$ cat src/rtl/codemem_loader_pkg.sv
// ============================================================================
// Module : codemem_loader_pkg
// Brief  : Shared state encoding, codemem width defaults and beat derivation.
// Rev    : 1.0 - initial release
// ============================================================================
`default_nettype none

package codemem_loader_pkg;

  localparam int unsigned CODEMEM_ADDR_WIDTH = 10;
  localparam int unsigned CODEMEM_DATA_WIDTH = 64;
  localparam int unsigned LOADER_IN_WIDTH    = 32;

  typedef enum logic [1:0] {
    ST_IDLE   = 2'd0,
    ST_LOAD   = 2'd1,
    ST_DRAIN  = 2'd2,
    ST_FINISH = 2'd3
  } state_e;

  function automatic int unsigned beats_per_word(input int unsigned data_w, input int unsigned in_w);
    return data_w / in_w;
  endfunction

endpackage

`default_nettype wire

$ cat src/rtl/codemem_beat_packer.sv
// ============================================================================
// Module : codemem_beat_packer
// Brief  : Packs stream beats MSB-first into instruction words; word/word_valid
//          are combinational on the beat that completes a word.
// Rev    : 1.0 - initial release
// ============================================================================
`default_nettype none

module codemem_beat_packer
  import codemem_loader_pkg::*;
#(
  parameter int DATA_WIDTH = CODEMEM_DATA_WIDTH,
  parameter int IN_WIDTH   = LOADER_IN_WIDTH
) (
  input  logic                  clk,
  input  logic                  rst,
  input  logic                  beat_valid,
  input  logic                  flush,
  input  logic [IN_WIDTH-1:0]   beat_data,
  output logic                  at_last,
  output logic                  word_valid,
  output logic [DATA_WIDTH-1:0] word
);

  localparam int BEATS = int'(beats_per_word(DATA_WIDTH, IN_WIDTH));
  localparam int CNT_W = (BEATS > 1) ? $clog2(BEATS) : 1;
  localparam logic [CNT_W-1:0] LAST_CNT = CNT_W'(BEATS - 1);

  logic [CNT_W-1:0] beat_cnt_q, beat_cnt_d;

  assign at_last    = (beat_cnt_q == LAST_CNT);
  assign word_valid = beat_valid & at_last;

  always_comb begin
    beat_cnt_d = beat_cnt_q;
    if (flush) begin
      beat_cnt_d = '0;
    end else if (beat_valid) begin
      beat_cnt_d = at_last ? '0 : beat_cnt_q + 1'b1;
    end
  end

  always_ff @(posedge clk) begin
    if (rst) begin
      beat_cnt_q <= '0;
    end else begin
      beat_cnt_q <= beat_cnt_d;
    end
  end

  generate
    if (BEATS > 1) begin : g_multi_beat
      localparam int PW = DATA_WIDTH - IN_WIDTH;
      // Only the leading BEATS-1 beats need storage; the final beat is spliced in live.
      logic [PW-1:0] prefix_q, prefix_d;

      assign word = {prefix_q, beat_data};

      always_comb begin
        prefix_d = prefix_q;
        if (beat_valid) begin
          prefix_d = word[PW-1:0];
        end
      end

      always_ff @(posedge clk) begin
        if (rst) begin
          prefix_q <= '0;
        end else begin
          prefix_q <= prefix_d;
        end
      end
    end else begin : g_single_beat
      assign word = beat_data;
    end
  endgenerate

endmodule

`default_nettype wire

$ cat src/rtl/codemem_loader.sv
// ============================================================================
// Module : codemem_loader
// Brief  : Streams a BPF program into codemem; tracks count, framing/overflow
//          errors. Optional XOR checksum port under CODEMEM_LOADER_CSUM_EN.
// Rev    : 1.0 - initial release
// ============================================================================
`default_nettype none

module codemem_loader
  import codemem_loader_pkg::*;
#(
  parameter int ADDR_WIDTH = CODEMEM_ADDR_WIDTH,
  parameter int DATA_WIDTH = CODEMEM_DATA_WIDTH,
  parameter int IN_WIDTH   = LOADER_IN_WIDTH
) (
  input  logic                  clk,
  input  logic                  rst,
  input  logic                  load_en,
  input  logic [IN_WIDTH-1:0]   s_axis_tdata,
  input  logic                  s_axis_tvalid,
  output logic                  s_axis_tready,
  input  logic                  s_axis_tlast,
  output logic [ADDR_WIDTH-1:0] wr_addr,
  output logic [DATA_WIDTH-1:0] wr_data,
  output logic                  wr_en,
  output logic                  busy,
  output logic                  done,
  output logic                  err,
`ifdef CODEMEM_LOADER_CSUM_EN
  output logic [DATA_WIDTH-1:0] csum,
`endif
  output logic [ADDR_WIDTH:0]   inst_count
);

  localparam logic [ADDR_WIDTH:0] FULL_COUNT = {1'b1, {ADDR_WIDTH{1'b0}}};

  generate
    if (DATA_WIDTH % IN_WIDTH != 0) begin : g_bad_width
      $error("codemem_loader: DATA_WIDTH must be a multiple of IN_WIDTH");
    end
  endgenerate

  state_e                  state_q, state_d;
  logic                    wr_en_q, wr_en_d;
  logic [ADDR_WIDTH-1:0]   wr_addr_q, wr_addr_d;
  logic [DATA_WIDTH-1:0]   wr_data_q, wr_data_d;
  logic                    busy_q, busy_d;
  logic                    done_q, done_d;
  logic                    err_q, err_d;
  logic [ADDR_WIDTH:0]     inst_count_q, inst_count_d;

  logic                    accept;
  logic                    feed;
  logic                    flush;
  logic                    at_last;
  logic                    word_valid;
  logic [DATA_WIDTH-1:0]   word;
  logic [ADDR_WIDTH:0]     count_base;

  assign s_axis_tready = load_en & ((state_q == ST_IDLE) | (state_q == ST_LOAD) | (state_q == ST_DRAIN));
  assign accept        = s_axis_tvalid & s_axis_tready;
  assign feed          = accept & ((state_q == ST_IDLE) | (state_q == ST_LOAD));
  // A first beat in IDLE starts a fresh program, so the count seen by it is zero.
  assign count_base    = (state_q == ST_IDLE) ? '0 : inst_count_q;

  codemem_beat_packer #(
    .DATA_WIDTH (DATA_WIDTH),
    .IN_WIDTH   (IN_WIDTH)
  ) u_packer (
    .clk        (clk),
    .rst        (rst),
    .beat_valid (feed),
    .flush      (flush),
    .beat_data  (s_axis_tdata),
    .at_last    (at_last),
    .word_valid (word_valid),
    .word       (word)
  );

  always_comb begin
    state_d      = state_q;
    wr_en_d      = 1'b0;
    wr_addr_d    = wr_addr_q;
    wr_data_d    = wr_data_q;
    busy_d       = busy_q;
    done_d       = 1'b0;
    err_d        = err_q;
    inst_count_d = inst_count_q;
    flush        = 1'b0;

    case (state_q)
      ST_IDLE, ST_LOAD: begin
        if (accept) begin
          if (state_q == ST_IDLE) begin
            state_d      = ST_LOAD;
            busy_d       = 1'b1;
            err_d        = 1'b0;
            inst_count_d = '0;
          end
          if (word_valid) begin
            if (count_base == FULL_COUNT) begin
              err_d   = 1'b1;
              state_d = s_axis_tlast ? ST_FINISH : ST_DRAIN;
            end else begin
              wr_en_d      = 1'b1;
              wr_addr_d    = count_base[ADDR_WIDTH-1:0];
              wr_data_d    = word;
              inst_count_d = count_base + 1'b1;
              if (s_axis_tlast) begin
                state_d = ST_FINISH;
              end
            end
          end else if (s_axis_tlast) begin
            err_d   = 1'b1;
            flush   = 1'b1;
            state_d = ST_FINISH;
          end
        end
      end
      ST_DRAIN: begin
        if (accept && s_axis_tlast) begin
          state_d = ST_FINISH;
        end
      end
      ST_FINISH: begin
        done_d  = 1'b1;
        busy_d  = 1'b0;
        state_d = ST_IDLE;
      end
      default: begin
        state_d = ST_IDLE;
      end
    endcase
  end

  always_ff @(posedge clk) begin
    if (rst) begin
      state_q      <= ST_IDLE;
      wr_en_q      <= 1'b0;
      wr_addr_q    <= '0;
      wr_data_q    <= '0;
      busy_q       <= 1'b0;
      done_q       <= 1'b0;
      err_q        <= 1'b0;
      inst_count_q <= '0;
    end else begin
      state_q      <= state_d;
      wr_en_q      <= wr_en_d;
      wr_addr_q    <= wr_addr_d;
      wr_data_q    <= wr_data_d;
      busy_q       <= busy_d;
      done_q       <= done_d;
      err_q        <= err_d;
      inst_count_q <= inst_count_d;
    end
  end

  assign wr_en      = wr_en_q;
  assign wr_addr    = wr_addr_q;
  assign wr_data    = wr_data_q;
  assign busy       = busy_q;
  assign done       = done_q;
  assign err        = err_q;
  assign inst_count = inst_count_q;

`ifdef CODEMEM_LOADER_CSUM_EN
  logic [DATA_WIDTH-1:0] csum_q, csum_d;

  always_comb begin
    csum_d = csum_q;
    if (feed && (state_q == ST_IDLE)) begin
      csum_d = '0;
    end else if (wr_en_q) begin
      csum_d = csum_q ^ wr_data_q;
    end
  end

  always_ff @(posedge clk) begin
    if (rst) begin
      csum_q <= '0;
    end else begin
      csum_q <= csum_d;
    end
  end

  assign csum = csum_q;
`endif

endmodule

`default_nettype wire
$ cat config.mk
export PLATFORM = sky130hd
export DESIGN_NAME = codemem_loader
export DESIGN_NICKNAME = d
export VERILOG_FILES = /design/src/rtl/codemem_loader_pkg.sv /design/src/rtl/codemem_beat_packer.sv /design/src/rtl/codemem_loader.sv
export SDC_FILE = /design/constraint.sdc
export NUM_CORES = 1
export LEC_CHECK = 0
export CORE_MARGIN = 2
export CORE_UTILIZATION = 35
export CTS_CLUSTER_SIZE = 16
export DETAILED_ROUTE_END_ITERATION = 10
export REMOVE_ABC_BUFFERS = 1
export SYNTH_ARGS = -nofsm -noshare
export SYNTH_HDL_FRONTEND = slang
export SYNTH_HIERARCHICAL = 1
export SYNTH_SLANG_ARGS = --single-unit
export TNS_END_PERCENT = 10
$ cat constraint.sdc
create_clock -name clk -period 7 [get_ports clk]
set_input_delay 1.05 -clock clk [delete_from_list [all_inputs] [get_ports clk]]
set_output_delay 1.05 -clock clk [all_outputs]
set_load 0.02 [all_outputs]
==> flow_metrics.env <==
export IMPL_status="finished, final reports clean"
export IMPL_cp_data_required_time_ns=7.33
export IMPL_finalWorstSetupSlack_ns=2.68
export IMPL_synth_seq_area_share_pct=46.5
export IMPL_fin_cells=862
export IMPL_async_flop_share_pct=0
export IMPL_yosys_warnings=6
export IMPL_clockBufferDepth=2
export IMPL_path_class="input port to flip-flop"
export IMPL_cp_max_fo=42
export IMPL_routed_top_layer="met4"
export IMPL_insertion_delay_ns=0.42
export IMPL_hp_class="flip-flop to flip-flop"
export IMPL_dieArea_sq_mm=0.0163
export IMPL_wl_met1_microns=6180
export IMPL_cts_setup_buffers=0
export IMPL_wirelength_microns=13300
export IMPL_core_area_sq_mm=0.0150
export IMPL_met3_length_microns=711
export IMPL_viasPerCell=5.25
export IMPL_p_comb_share_pct=13.5
export IMPL_grt_total_usage_pct=16.8
export IMPL_fin_util_pct=45.6
export IMPL_dr_total_vias=4527
export IMPL_wl_met2_microns=6290
export IMPL_grt_pass1_vias=4389
export IMPL_wl_per_cell_microns=15.5
export IMPL_drv_slew=0
export IMPL_ir_drop_mv=0.165
export IMPL_whs_ns=0.462
export IMPL_ant_nets=0
export IMPL_cts_sinks=124
export IMPL_critPathArrivalTime_ns=4.64
export IMPL_clkTransAtPathRegs_ns=0.05
export IMPL_synth_edf_count=0
export IMPL_power_mw=1.80
export IMPL_cts_hold_buf=0
export IMPL_syn_area_sq_mm=0.00534
export IMPL_clock_power_share_pct=44.2
export IMPL_tritoncts="yes"
export IMPL_synth_common_cells="124 x dfxtp_1, 80 x a21oi_1, 71 x nand3_1"
export IMPL_setup_violations_final=0
export IMPL_synth_top_area_share_pct=46.5
export IMPL_initial_core_util_pct=35.5
export IMPL_cts_resized=0
export IMPL_post_route_period_util_pct=61.7
export IMPL_yosys_cell_types_count=48
export IMPL_numCtsBuffers=17
export IMPL_area_growth_pct=28.4
export IMPL_place_gp_congestion=0.757
export IMPL_synth_area_leaders="dfxtp_1 47%, a21oi_1 7.5%, nand3_1 6.7%, mux2i_1 6.2%, o21ai_0 6.2%"
export IMPL_clockRootBuffer="clkbuf_16"
export IMPL_max_slew_margin_pct=13.0
export IMPL_avgSynthCellArea_sq_um=8.87
export IMPL_io_pins=127
export IMPL_antenna_found_initial=0
export IMPL_fin_tns_setup_ns=0
export IMPL_drc=0
export IMPL_swShare_pct=25.2
export IMPL_synth_cells=602
export IMPL_p_int_mw=1.35
export IMPL_synth_top_cell_by_area="dfxtp_1"
export IMPL_rsz0062_at_grt="false"
export IMPL_critPathLaunchType="input port"
export IMPL_finalHoldViolations=0
export IMPL_drtPass1Iterations=4
export IMPL_nFillCells=1443
export IMPL_tightestPinTransition_ns=1.30
export IMPL_power_density_mw_per_mm2=262
export IMPL_overflow=0
export IMPL_worst_setup_path_end_kind="flip-flop"
export IMPL_portBuffers=126
export IMPL_drive_above_1_share_pct=7.12
export IMPL_die_y_microns=127
export IMPL_post_dp_cell_area_sq_mm=0.00632
export IMPL_finalCriticalPeriod_ns=4.32
export IMPL_drv_cap=0
export IMPL_rows=45
export IMPL_dp_cells=832
export IMPL_ys_ff_latch=124
export IMPL_seqPwrFrac_pct=42.3
export IMPL_grt_max_degree=94
export IMPL_grt_pass1_wl_microns=22000
export IMPL_skew_ns=0.0117
export IMPL_place_ws_ns=2.24
export IMPL_fin_nets=704
export IMPL_synth_main_ff_cell="dfxtp_1"
export IMPL_yosysMostFrequentCell="dfxtp_1"
export IMPL_htree_levels=4
export IMPL_drt_iter0_drc=229
export IMPL_hpwl_microns=8040
export IMPL_leakage_nw=2.32
export IMPL_diodes=0
export IMPL_p_sw_mw=0.452
export IMPL_timing_fmax_ghz=0.232
export IMPL_stdcell_area_sq_mm=0.00685
export IMPL_die_w_microns=127
## worst max-delay path, stage by stage
cell and delay [ns]:
clkdlybuf4s50_1 0.55, and3b_1 0.26, nand2_1 0.13, inv_2 0.76, and2_1 0.39, and3_2 0.65, buf_4 0.52, nand3_1 0.15
a21oi_1 0.17
## power groups by stage
stage                     logic, mW  registers (mW)  clock network, mW
after floorplan               0.152           0.777                  0
after global placement        0.237           0.773                  0
after detailed placement      0.244           0.774                  0
after CTS                     0.245           0.760              0.813
after global routing          0.269           0.764              0.845
final                         0.242           0.760              0.795
## sequential cells by signal, indices dropped and copies added, names as in the netlist
| name | cells |
|---|---|
| u_packer/at_last | 1 |
| wr_addr | 10 |
| busy | 1 |
| state_q | 2 |
| done | 1 |
| inst_count | 11 |
| err | 1 |
| wr_data | 64 |
| wr_en | 1 |
| u_packer/g_multi_beat.prefix_q | 32 |
## cells by family (layout without fill, tap and decap cells)
| group | count (synthesis) | count (layout) | share of synthesized area [%] |
|---|---|---|---|
| AO/OA/AOI/OAI | 166 | 166 | 16.1 |
| multiplexers | 36 | 36 | 6.82 |
| XOR/XNOR | 3 | 3 | 0.492 |
| buffers and inverters | 91 | 163 | 10.6 |
| flip-flops | 124 | 124 | 46.5 |
| AND/OR/NAND/NOR | 178 | 178 | 18.5 |
| adder cells (fa/ha/maj) | 4 | 4 | 0.938 |
## final timing paths
check / from / slack (ns) / cells past startpoint / end
worst min-delay path: u_packer/g_multi_beat.prefix_q[29]$_SDFFE_PP0P_ / 0.46 / 2 / wr_data[61]$_SDFFE_PP0P_
worst min register to register: u_packer/g_multi_beat.prefix_q[29]$_SDFFE_PP0P_ / 0.46 / 2 / wr_data[61]$_SDFFE_PP0P_
worst max-delay path: load_en / 2.68 / 9 / wr_data[12]$_SDFFE_PP0P_
worst max register to register: state_q[1]$_SDFFE_PP0P_ / 2.71 / 10 / wr_data[12]$_SDFFE_PP0P_
## cell type report
cell class              instances  area, sq um  share of cell area (%)
clock buffers                  21          460                    6.72
clock inverters                 9         72.6                    1.06
inverters                       3         11.3                   0.164
repair buffers                130         1290                    18.8
multi-input cells             387         2300                    33.6
well taps                     188          235                    3.43
flip-flops and latches        124         2480                    36.2
## routing by layer
metal,GRT usage (%),vias to the layer above
met4,4.52,0
met1,21.4,2157
met2,27.2,129
met3,5.70,13
li1,-,2228
met5,0,-
## layout by cell type, fill, tap and decap left out, types with 2 or more instances in the layout
cell	count
o21ai_0	66
mux2i_1	33
nand3b_1	7
clkdlybuf4s50_1	125
nand3_1	69
or3_1	2
nor2_1	41
nand4_1	3
clkinv_2	7
and3_1	2
xor2_1	2
nor3_1	5
nand2_1	12
nor4_1	7
nor2b_1	4
nand4b_1	10
o21ai_1	12
clkbuf_8	2
and3_2	2
mux2_2	2
a21oi_1	80
clkbuf_16	17
clkbuf_1	2
dfxtp_1	124
nand3_2	2
inv_1	2
ha_1	4
buf_4	5
No activity file was read; power rests on OpenSTA's default activity.
